## config.mk

```make
export PLATFORM = sky130hd
export DESIGN_NAME = sram_rr_arbiter_flat
export DESIGN_NICKNAME = d
export VERILOG_FILES = /design/src/rtl/sram_arb_pkg.sv /design/src/rtl/sram_rr_arbiter_if.sv /design/src/rtl/sram_rr_arbiter_rr_pick.sv /design/src/rtl/sram_rr_arbiter.sv /design/src/flat_wrapper.sv
export SDC_FILE = /design/constraint.sdc
export NUM_CORES = 1
export LEC_CHECK = 0
export CAP_MARGIN = 40
export CORE_UTILIZATION = 40
export CTS_CLUSTER_SIZE = 10
export DETAILED_ROUTE_END_ITERATION = 12
export GPL_TIMING_DRIVEN = 0
export PLACE_DENSITY = 0.86
export SYNTH_ARGS = -nofsm -noshare
export SYNTH_HDL_FRONTEND = slang
export SYNTH_SLANG_ARGS = --single-unit
```

## constraint.sdc

```tcl
create_clock -name i_clk -period 5.7 [get_ports i_clk]
set_clock_uncertainty 0.15 [all_clocks]
set_input_delay 0.57 -clock i_clk [delete_from_list [all_inputs] [get_ports i_clk]]
set_output_delay 0.57 -clock i_clk [all_outputs]
set_load 0.005 [all_outputs]
```

## src/rtl/sram_arb_pkg.sv

```systemverilog
// Shared types and widths for the 23K640 SRAM round-robin arbiter.
package sram_arb_pkg;

    localparam int c_addr_w = 16;
    localparam int c_data_w = 8;

    typedef enum logic [1:0] {
        IDLE  = 2'd0,
        ISSUE = 2'd1,
        WAIT  = 2'd2
    } arb_state_t;

endpackage

```

## src/rtl/sram_rr_arbiter_if.sv

```systemverilog
// Requester-side and controller-side bus of the SRAM arbiter.
// The master modport is the arbiter's view; slave is the environment's.
interface sram_rr_arbiter_if #(
    parameter int p_reqs = 4
);
    import sram_arb_pkg::*;

    logic [p_reqs-1:0]          i_req_valid;
    logic [p_reqs-1:0]          i_req_rd_n_wr;
    logic [c_addr_w*p_reqs-1:0] i_req_addr;
    logic [c_data_w*p_reqs-1:0] i_req_wdata;
    logic [p_reqs-1:0]          o_req_accept;
    logic [p_reqs-1:0]          o_req_ready;
    logic [c_data_w-1:0]        o_req_rdata;

    logic                       o_valid;
    logic                       i_accept;
    logic                       o_rd_n_wr;
    logic [c_addr_w-1:0]        o_addr;
    logic [c_data_w-1:0]        o_wdata;
    logic                       i_ready;
    logic [c_data_w-1:0]        i_rdata;

    modport master (
        input  i_req_valid, i_req_rd_n_wr, i_req_addr, i_req_wdata,
        output o_req_accept, o_req_ready, o_req_rdata,
        output o_valid, o_rd_n_wr, o_addr, o_wdata,
        input  i_accept, i_ready, i_rdata
    );

    modport slave (
        output i_req_valid, i_req_rd_n_wr, i_req_addr, i_req_wdata,
        input  o_req_accept, o_req_ready, o_req_rdata,
        input  o_valid, o_rd_n_wr, o_addr, o_wdata,
        output i_accept, i_ready, i_rdata
    );

endinterface

```

## src/rtl/sram_rr_arbiter_rr_pick.sv

```systemverilog
// Combinational round-robin finder: first set request at or above ptr,
// wrapping to 0, using a doubled request vector with the low part masked.
module rr_pick #(
    parameter int p_reqs  = 4,
    parameter int p_idx_w = $clog2(p_reqs)
) (
    input  logic [p_reqs-1:0]  req,
    input  logic [p_idx_w-1:0] ptr,
    output logic               found,
    output logic [p_idx_w-1:0] idx
);

    localparam logic [2*p_reqs-1:0] c_one = 1;

    logic [2*p_reqs-1:0] dbl;
    logic [2*p_reqs-1:0] masked;
    int                  hit;

    // Upper copy is never masked, so any set request is always found.
    always_comb begin
        dbl    = {req, req};
        masked = dbl & ~((c_one << ptr) - c_one);
        found  = |req;
        hit    = 0;
        for (int i = 2*p_reqs-1; i >= 0; i--) begin
            if (masked[i]) begin
                hit = i;
            end
        end
        idx = (hit >= p_reqs) ? p_idx_w'(hit - p_reqs) : p_idx_w'(hit);
    end

endmodule

```

## src/rtl/sram_rr_arbiter.sv

```systemverilog
// Round-robin sharing of one 23K640 SPI SRAM controller port between
// p_reqs requesters, with a sticky protocol/timeout error flag.
module sram_rr_arbiter
    import sram_arb_pkg::*;
#(
    parameter int p_reqs    = 4,
    parameter int p_idx_w   = $clog2(p_reqs),
    parameter int p_timeout = 1023
) (
    input  logic               i_clk,
    input  logic               i_rst_n,
    sram_rr_arbiter_if.master  bus,
    output logic [p_idx_w-1:0] o_grant,
    output logic               o_busy,
    output logic               o_err
);

    localparam int c_cnt_w = $clog2(p_timeout + 1);

    arb_state_t           state;
    logic [p_idx_w-1:0]   ptr;
    logic [p_idx_w-1:0]   grant;
    logic                 rd_n_wr_q;
    logic [c_addr_w-1:0]  addr_q;
    logic [c_data_w-1:0]  wdata_q;
    logic [c_data_w-1:0]  rdata_q;
    logic [c_cnt_w-1:0]   cnt;

    logic                 found;
    logic [p_idx_w-1:0]   winner;
    logic                 accept_hit;
    logic                 done;
    logic                 proto_err;

    rr_pick #(
        .p_reqs  (p_reqs),
        .p_idx_w (p_idx_w)
    ) u_pick (
        .req   (bus.i_req_valid),
        .ptr   (ptr),
        .found (found),
        .idx   (winner)
    );

    assign accept_hit = (state == ISSUE) && bus.i_accept;
    assign done       = (state == WAIT)  && bus.i_ready;

    // Controller handshakes out of phase, or a requester withdrawing mid-issue.
    always_comb begin
        proto_err = 1'b0;
        if (bus.i_accept && (state != ISSUE)) begin
            proto_err = 1'b1;
        end
        if (bus.i_ready && (state != WAIT)) begin
            proto_err = 1'b1;
        end
        if ((state == ISSUE) && !bus.i_req_valid[grant]) begin
            proto_err = 1'b1;
        end
    end

    always_ff @(posedge i_clk or negedge i_rst_n) begin
        if (!i_rst_n) begin
            state     <= IDLE;
            ptr       <= '0;
            grant     <= '0;
            rd_n_wr_q <= 1'b0;
            addr_q    <= '0;
            wdata_q   <= '0;
            rdata_q   <= '0;
            cnt       <= '0;
            o_err     <= 1'b0;
        end else begin
            if (proto_err) begin
                o_err <= 1'b1;
            end
            case (state)
                IDLE: begin
                    if (found) begin
                        grant     <= winner;
                        rd_n_wr_q <= bus.i_req_rd_n_wr[winner];
                        addr_q    <= bus.i_req_addr[winner*c_addr_w +: c_addr_w];
                        wdata_q   <= bus.i_req_wdata[winner*c_data_w +: c_data_w];
                        ptr       <= (winner == p_idx_w'(p_reqs - 1)) ? '0 : winner + 1'b1;
                        state     <= ISSUE;
                    end
                end
                ISSUE: begin
                    if (bus.i_accept) begin
                        cnt   <= '0;
                        state <= WAIT;
                    end
                end
                WAIT: begin
                    if (bus.i_ready) begin
                        rdata_q <= bus.i_rdata;
                        state   <= IDLE;
                    end else if (cnt == c_cnt_w'(p_timeout - 1)) begin
                        cnt   <= cnt + 1'b1;
                        o_err <= 1'b1;
                        state <= IDLE;
                    end else begin
                        cnt <= cnt + 1'b1;
                    end
                end
                default: begin
                    state <= IDLE;
                end
            endcase
        end
    end

    // Completion pulses follow the controller handshakes in the same cycle.
    always_comb begin
        bus.o_req_accept = '0;
        bus.o_req_ready  = '0;
        if (accept_hit) begin
            bus.o_req_accept[grant] = 1'b1;
        end
        if (done) begin
            bus.o_req_ready[grant] = 1'b1;
        end
    end

    assign bus.o_req_rdata = done ? bus.i_rdata : rdata_q;
    assign bus.o_valid     = (state == ISSUE);
    assign bus.o_rd_n_wr   = rd_n_wr_q;
    assign bus.o_addr      = addr_q;
    assign bus.o_wdata     = wdata_q;
    assign o_grant         = grant;
    assign o_busy          = (state != IDLE);

endmodule

```

## src/flat_wrapper.sv

```systemverilog
// flat-port wrapper written by rule: the top's interface ports become plain ports
module sram_rr_arbiter_flat import sram_arb_pkg::*;
#(
    parameter int p_reqs    = 4,
    parameter int p_idx_w   = $clog2(p_reqs),
    parameter int p_timeout = 1023
)
  (i_clk, i_rst_n, o_grant, o_busy, o_err, bus_i_req_valid, bus_i_req_rd_n_wr, bus_i_req_addr, bus_i_req_wdata, bus_o_req_accept, bus_o_req_ready, bus_o_req_rdata, bus_o_valid, bus_o_rd_n_wr, bus_o_addr, bus_o_wdata, bus_i_accept, bus_i_ready, bus_i_rdata);
  sram_rr_arbiter_if #(.p_reqs(p_reqs)) bus_i ();
  input  logic i_clk;
  input  logic i_rst_n;
  output logic [p_idx_w-1:0] o_grant;
  output logic o_busy;
  output logic o_err;
  input wire logic [$bits(bus_i.i_req_valid)-1:0] bus_i_req_valid;
  input wire logic [$bits(bus_i.i_req_rd_n_wr)-1:0] bus_i_req_rd_n_wr;
  input wire logic [$bits(bus_i.i_req_addr)-1:0] bus_i_req_addr;
  input wire logic [$bits(bus_i.i_req_wdata)-1:0] bus_i_req_wdata;
  output wire logic [$bits(bus_i.o_req_accept)-1:0] bus_o_req_accept;
  output wire logic [$bits(bus_i.o_req_ready)-1:0] bus_o_req_ready;
  output wire logic [$bits(bus_i.o_req_rdata)-1:0] bus_o_req_rdata;
  output wire logic [$bits(bus_i.o_valid)-1:0] bus_o_valid;
  output wire logic [$bits(bus_i.o_rd_n_wr)-1:0] bus_o_rd_n_wr;
  output wire logic [$bits(bus_i.o_addr)-1:0] bus_o_addr;
  output wire logic [$bits(bus_i.o_wdata)-1:0] bus_o_wdata;
  input wire logic [$bits(bus_i.i_accept)-1:0] bus_i_accept;
  input wire logic [$bits(bus_i.i_ready)-1:0] bus_i_ready;
  input wire logic [$bits(bus_i.i_rdata)-1:0] bus_i_rdata;
  assign bus_i.i_req_valid = bus_i_req_valid;
  assign bus_i.i_req_rd_n_wr = bus_i_req_rd_n_wr;
  assign bus_i.i_req_addr = bus_i_req_addr;
  assign bus_i.i_req_wdata = bus_i_req_wdata;
  assign bus_o_req_accept = bus_i.o_req_accept;
  assign bus_o_req_ready = bus_i.o_req_ready;
  assign bus_o_req_rdata = bus_i.o_req_rdata;
  assign bus_o_valid = bus_i.o_valid;
  assign bus_o_rd_n_wr = bus_i.o_rd_n_wr;
  assign bus_o_addr = bus_i.o_addr;
  assign bus_o_wdata = bus_i.o_wdata;
  assign bus_i.i_accept = bus_i_accept;
  assign bus_i.i_ready = bus_i_ready;
  assign bus_i.i_rdata = bus_i_rdata;
  sram_rr_arbiter #(.p_reqs(p_reqs), .p_idx_w(p_idx_w), .p_timeout(p_timeout)) u_core (.i_clk(i_clk), .i_rst_n(i_rst_n), .bus(bus_i), .o_grant(o_grant), .o_busy(o_busy), .o_err(o_err));
endmodule
```

==> results.cfg <==
[logic_synthesis]
synth_edf_count = 0
async_flop_share = 1.00
ys_ff_latch = 50
syn_inst = 337
syn_avg_cell_area_um2 = 9.25
synthesis.area_um2 = 3120
syn_nets = 457
yosysUniqueCellTypes = 47
synthFlopType = dfrtp_1
yosysWarnings = 0
yosysSeqAreaShare = 0.401

[pwr]
power_switching_uw = 959
p_per_area_nw_per_um2 = 466
leakage_nw = 1.96
p_clk_frac = 0.112
power_mw = 2.32
p_comb_frac = 0.623
p_int_mw = 1.36
seq_power_share = 0.265
ir_drop_mv = 0.202
p_sw_frac = 0.414

[global_routing]
antenna_found_initial = 0
gr-usage-all-layers = 0.258
grt_pass1_wl_um = 16800
grt_pass1_vias = 3372
grt_overflow = 0
grt_max_degree = 37

[final_layout]
nets = 625
area_delta_synth_final_pct = 59.5
drive_above_1_share = 0.0968
layout_commonest_cell = clkdlybuf4s50_1
final_cell_mix = clkdlybuf4s50_1 (159), dfrtp_1 (50), nor2_1 (42)
antenna_cells = 0

[detailed_routing]
drt_iter0_markers = 157
wire_per_inst_um = 17.1
drt_wl_total_um = 10300
drcViolationCount = 0
avgViaCountPerCell = 5.49
drt-pass1-iter-count = 4
drtAntennaViolNets = 0
num_vias = 3324

[flow_run]
drv_cap = 0

[worst_setup_path]
endpoint = bus_o_req_rdata[1]
required_ps = 4980
timing.rr.end = u_core.bus.o_addr[13]$_DFFE_PN0P_
cp_num_cells = 5
ff2ff_setup_slack_ps = 2950
critPathLaunch = bus_i_ready
worstReg2RegStart = u_core.ptr[1]$_DFFE_PN0P_
crit_buf_inv = 3
end_kind = output port
max_stage_delay_ps = 490
cpMostUsedCell = clkdlybuf4s50_1
cp_slowest_cell = clkdlybuf4s50_1
path_class = in2out
crit_chain = clkdlybuf4s50_1 > nand3b_1 > buf_1 > mux2_2 > clkdlybuf4s50_1
r2r_cells = 9
crit_arrival_ps = 2510
worstPathMaxFanout = 10
crit_family = buffers and inverters
start_kind = primary input

[floorplanning]
dieHeight_um = 90.3
initial_utilization = 0.421
rows = 31
die_x_um = 90.3
dieArea_um2 = 8150
io_pins = 162
core_area_um2 = 7410

[placed_design]
port_buffers = 160
dpl.hpwl_um = 7780
routabilityCongestion = 0.841

[cts]
holdBufCountCts = 0
postCtsSetupRepairBufs = 0
cts.htree.levels = 2
insertion_delay_ps = 310
cts_made_buffers = 5
cts.clk_slew.worst_paths_ps = 100
cts.sinks = 50
cts_tree = built
cts-root-buf = clkbuf_8
clockBufferDepth = 2
cts_resized = 0

[sta]
slew_headroom = 0.607
setup_tns_ps = 0
finalSetupViolations = 0
worst_pin_slew_ps = 590
rsz0062_at_grt = false
fin_crit_sh = 0.566
drv_slew = 0
fin_crit_ps = 3230
final-hold-violation-count = 0
fmax_mhz = 310

[hold_path]
hold_path_class = in2async

[run_status]
status = finished clean
## registers in the layout, indices dropped and copies added (netlist names)
name                  cells
u_core.bus.o_addr        16
u_core.cnt               10
u_core.bus.o_wdata        8
u_core.rdata_q            8
u_core.o_grant            2
u_core.ptr                2
u_core.state              2
u_core.bus.o_rd_n_wr      1
u_core.o_err              1
## cells by family (layout without fill, tap and decap cells)
group	after synthesis	after routing	synth area share
AOI/OAI and AO/OA	100	100	0.199
muxes	34	34	0.126
and+or+nand+nor	112	112	0.183
xor gates and xnor gates	7	7	0.0197
adders and majority gates	4	4	0.0161
DFF	50	50	0.401
buffers and inverters	30	199	0.0550
## power by group through the flow
stage                     registers (mW)  clock network (mW)  logic, mW
final                              0.614               0.259       1.45
after global placement             0.605                   0       1.40
after global routing               0.634               0.274       1.58
after CTS                          0.612               0.264       1.45
after floorplan                    0.603                   0      0.821
after detailed placement           0.619                   0       1.44
## routing by layer
metal / global-route usage / routed length (um) / vias up
li1: - / - / 1574
met1: 0.326 / 4240 / 1590
met2: 0.445 / 5170 / 142
met3: 0.0463 / 722 / 18
met4: 0.0820 / 218 / 0
met5: 0 / 0 / -
## cell type report
cell class | instances | area, um^2
Buffer | 26 | 156
Clock buffer | 5 | 68.8
Clock inverter | 3 | 45.0
Fill cell | 612 | 2440
Inverter | 4 | 15.0
Multi-Input combinational cell | 257 | 1700
Sequential cell | 50 | 1250
Tap cell | 99 | 124
Timing Repair Buffer | 161 | 1620
## synth_stat cells (2+ instances only)
master     n  area share
dfrtp_1   50        0.40
nor2_1    42       0.051
a21oi_1   30       0.048
nand4_1   27       0.054
a31oi_1   26       0.052
mux2_1    25       0.090
o21ai_1   25       0.040
nand2_1   15       0.018
buf_2     11       0.018
mux2_2     8       0.029
xor2_1     7       0.020
clkbuf_1   6      0.0072
nand2b_1   6       0.012
o21ai_0    6      0.0096
buf_6      5       0.018
ha_1       4       0.016
inv_1      4      0.0048
nand3_1    4      0.0064
and2_1     2      0.0040
buf_1      2      0.0024
buf_4      2      0.0048
nand3b_1   2      0.0048
nor3_1     2      0.0032
o211ai_1   2      0.0048
or2_2      2      0.0040
## per-stage QoR
| step | instances | worst slack, ps | hold slack (ps) | area, um^2 | util |
|---|---|---|---|---|---|
| after floorplan | 337 | 3310 | 124 | 3120 | - |
| final | 605 | 2470 | 17.2 | 4970 | 0.671 |
| after CTS | 605 | 2460 | 27.9 | 4970 | 0.671 |
| after detailed placement | 597 | 2470 | 331 | 4860 | 0.656 |
| after global routing | 605 | 2380 | 37.3 | 4970 | 0.671 |
| after global placement | 596 | 2360 | 327 | 4840 | 0.654 |
## worst min path at each step
stage | from | endpoint | slack [ps]
2_1_floorplan | i_rst_n | u_core.bus.o_addr[0]$_DFFE_PN0P_ | 120
3_3_place_gp | u_core.rdata_q[5]$_DFFE_PN0P_ | u_core.rdata_q[5]$_DFFE_PN0P_ | 330
3_5_place_dp | u_core.o_err$_DFF_PN0_ | u_core.o_err$_DFF_PN0_ | 330
4_1_cts | i_rst_n | u_core.bus.o_addr[7]$_DFFE_PN0P_ | 30
5_1_grt | i_rst_n | u_core.bus.o_wdata[0]$_DFFE_PN0P_ | 40
6_report | i_rst_n | u_core.bus.o_addr[7]$_DFFE_PN0P_ | 20
Note: power is estimated with default switching activity, not from simulation.
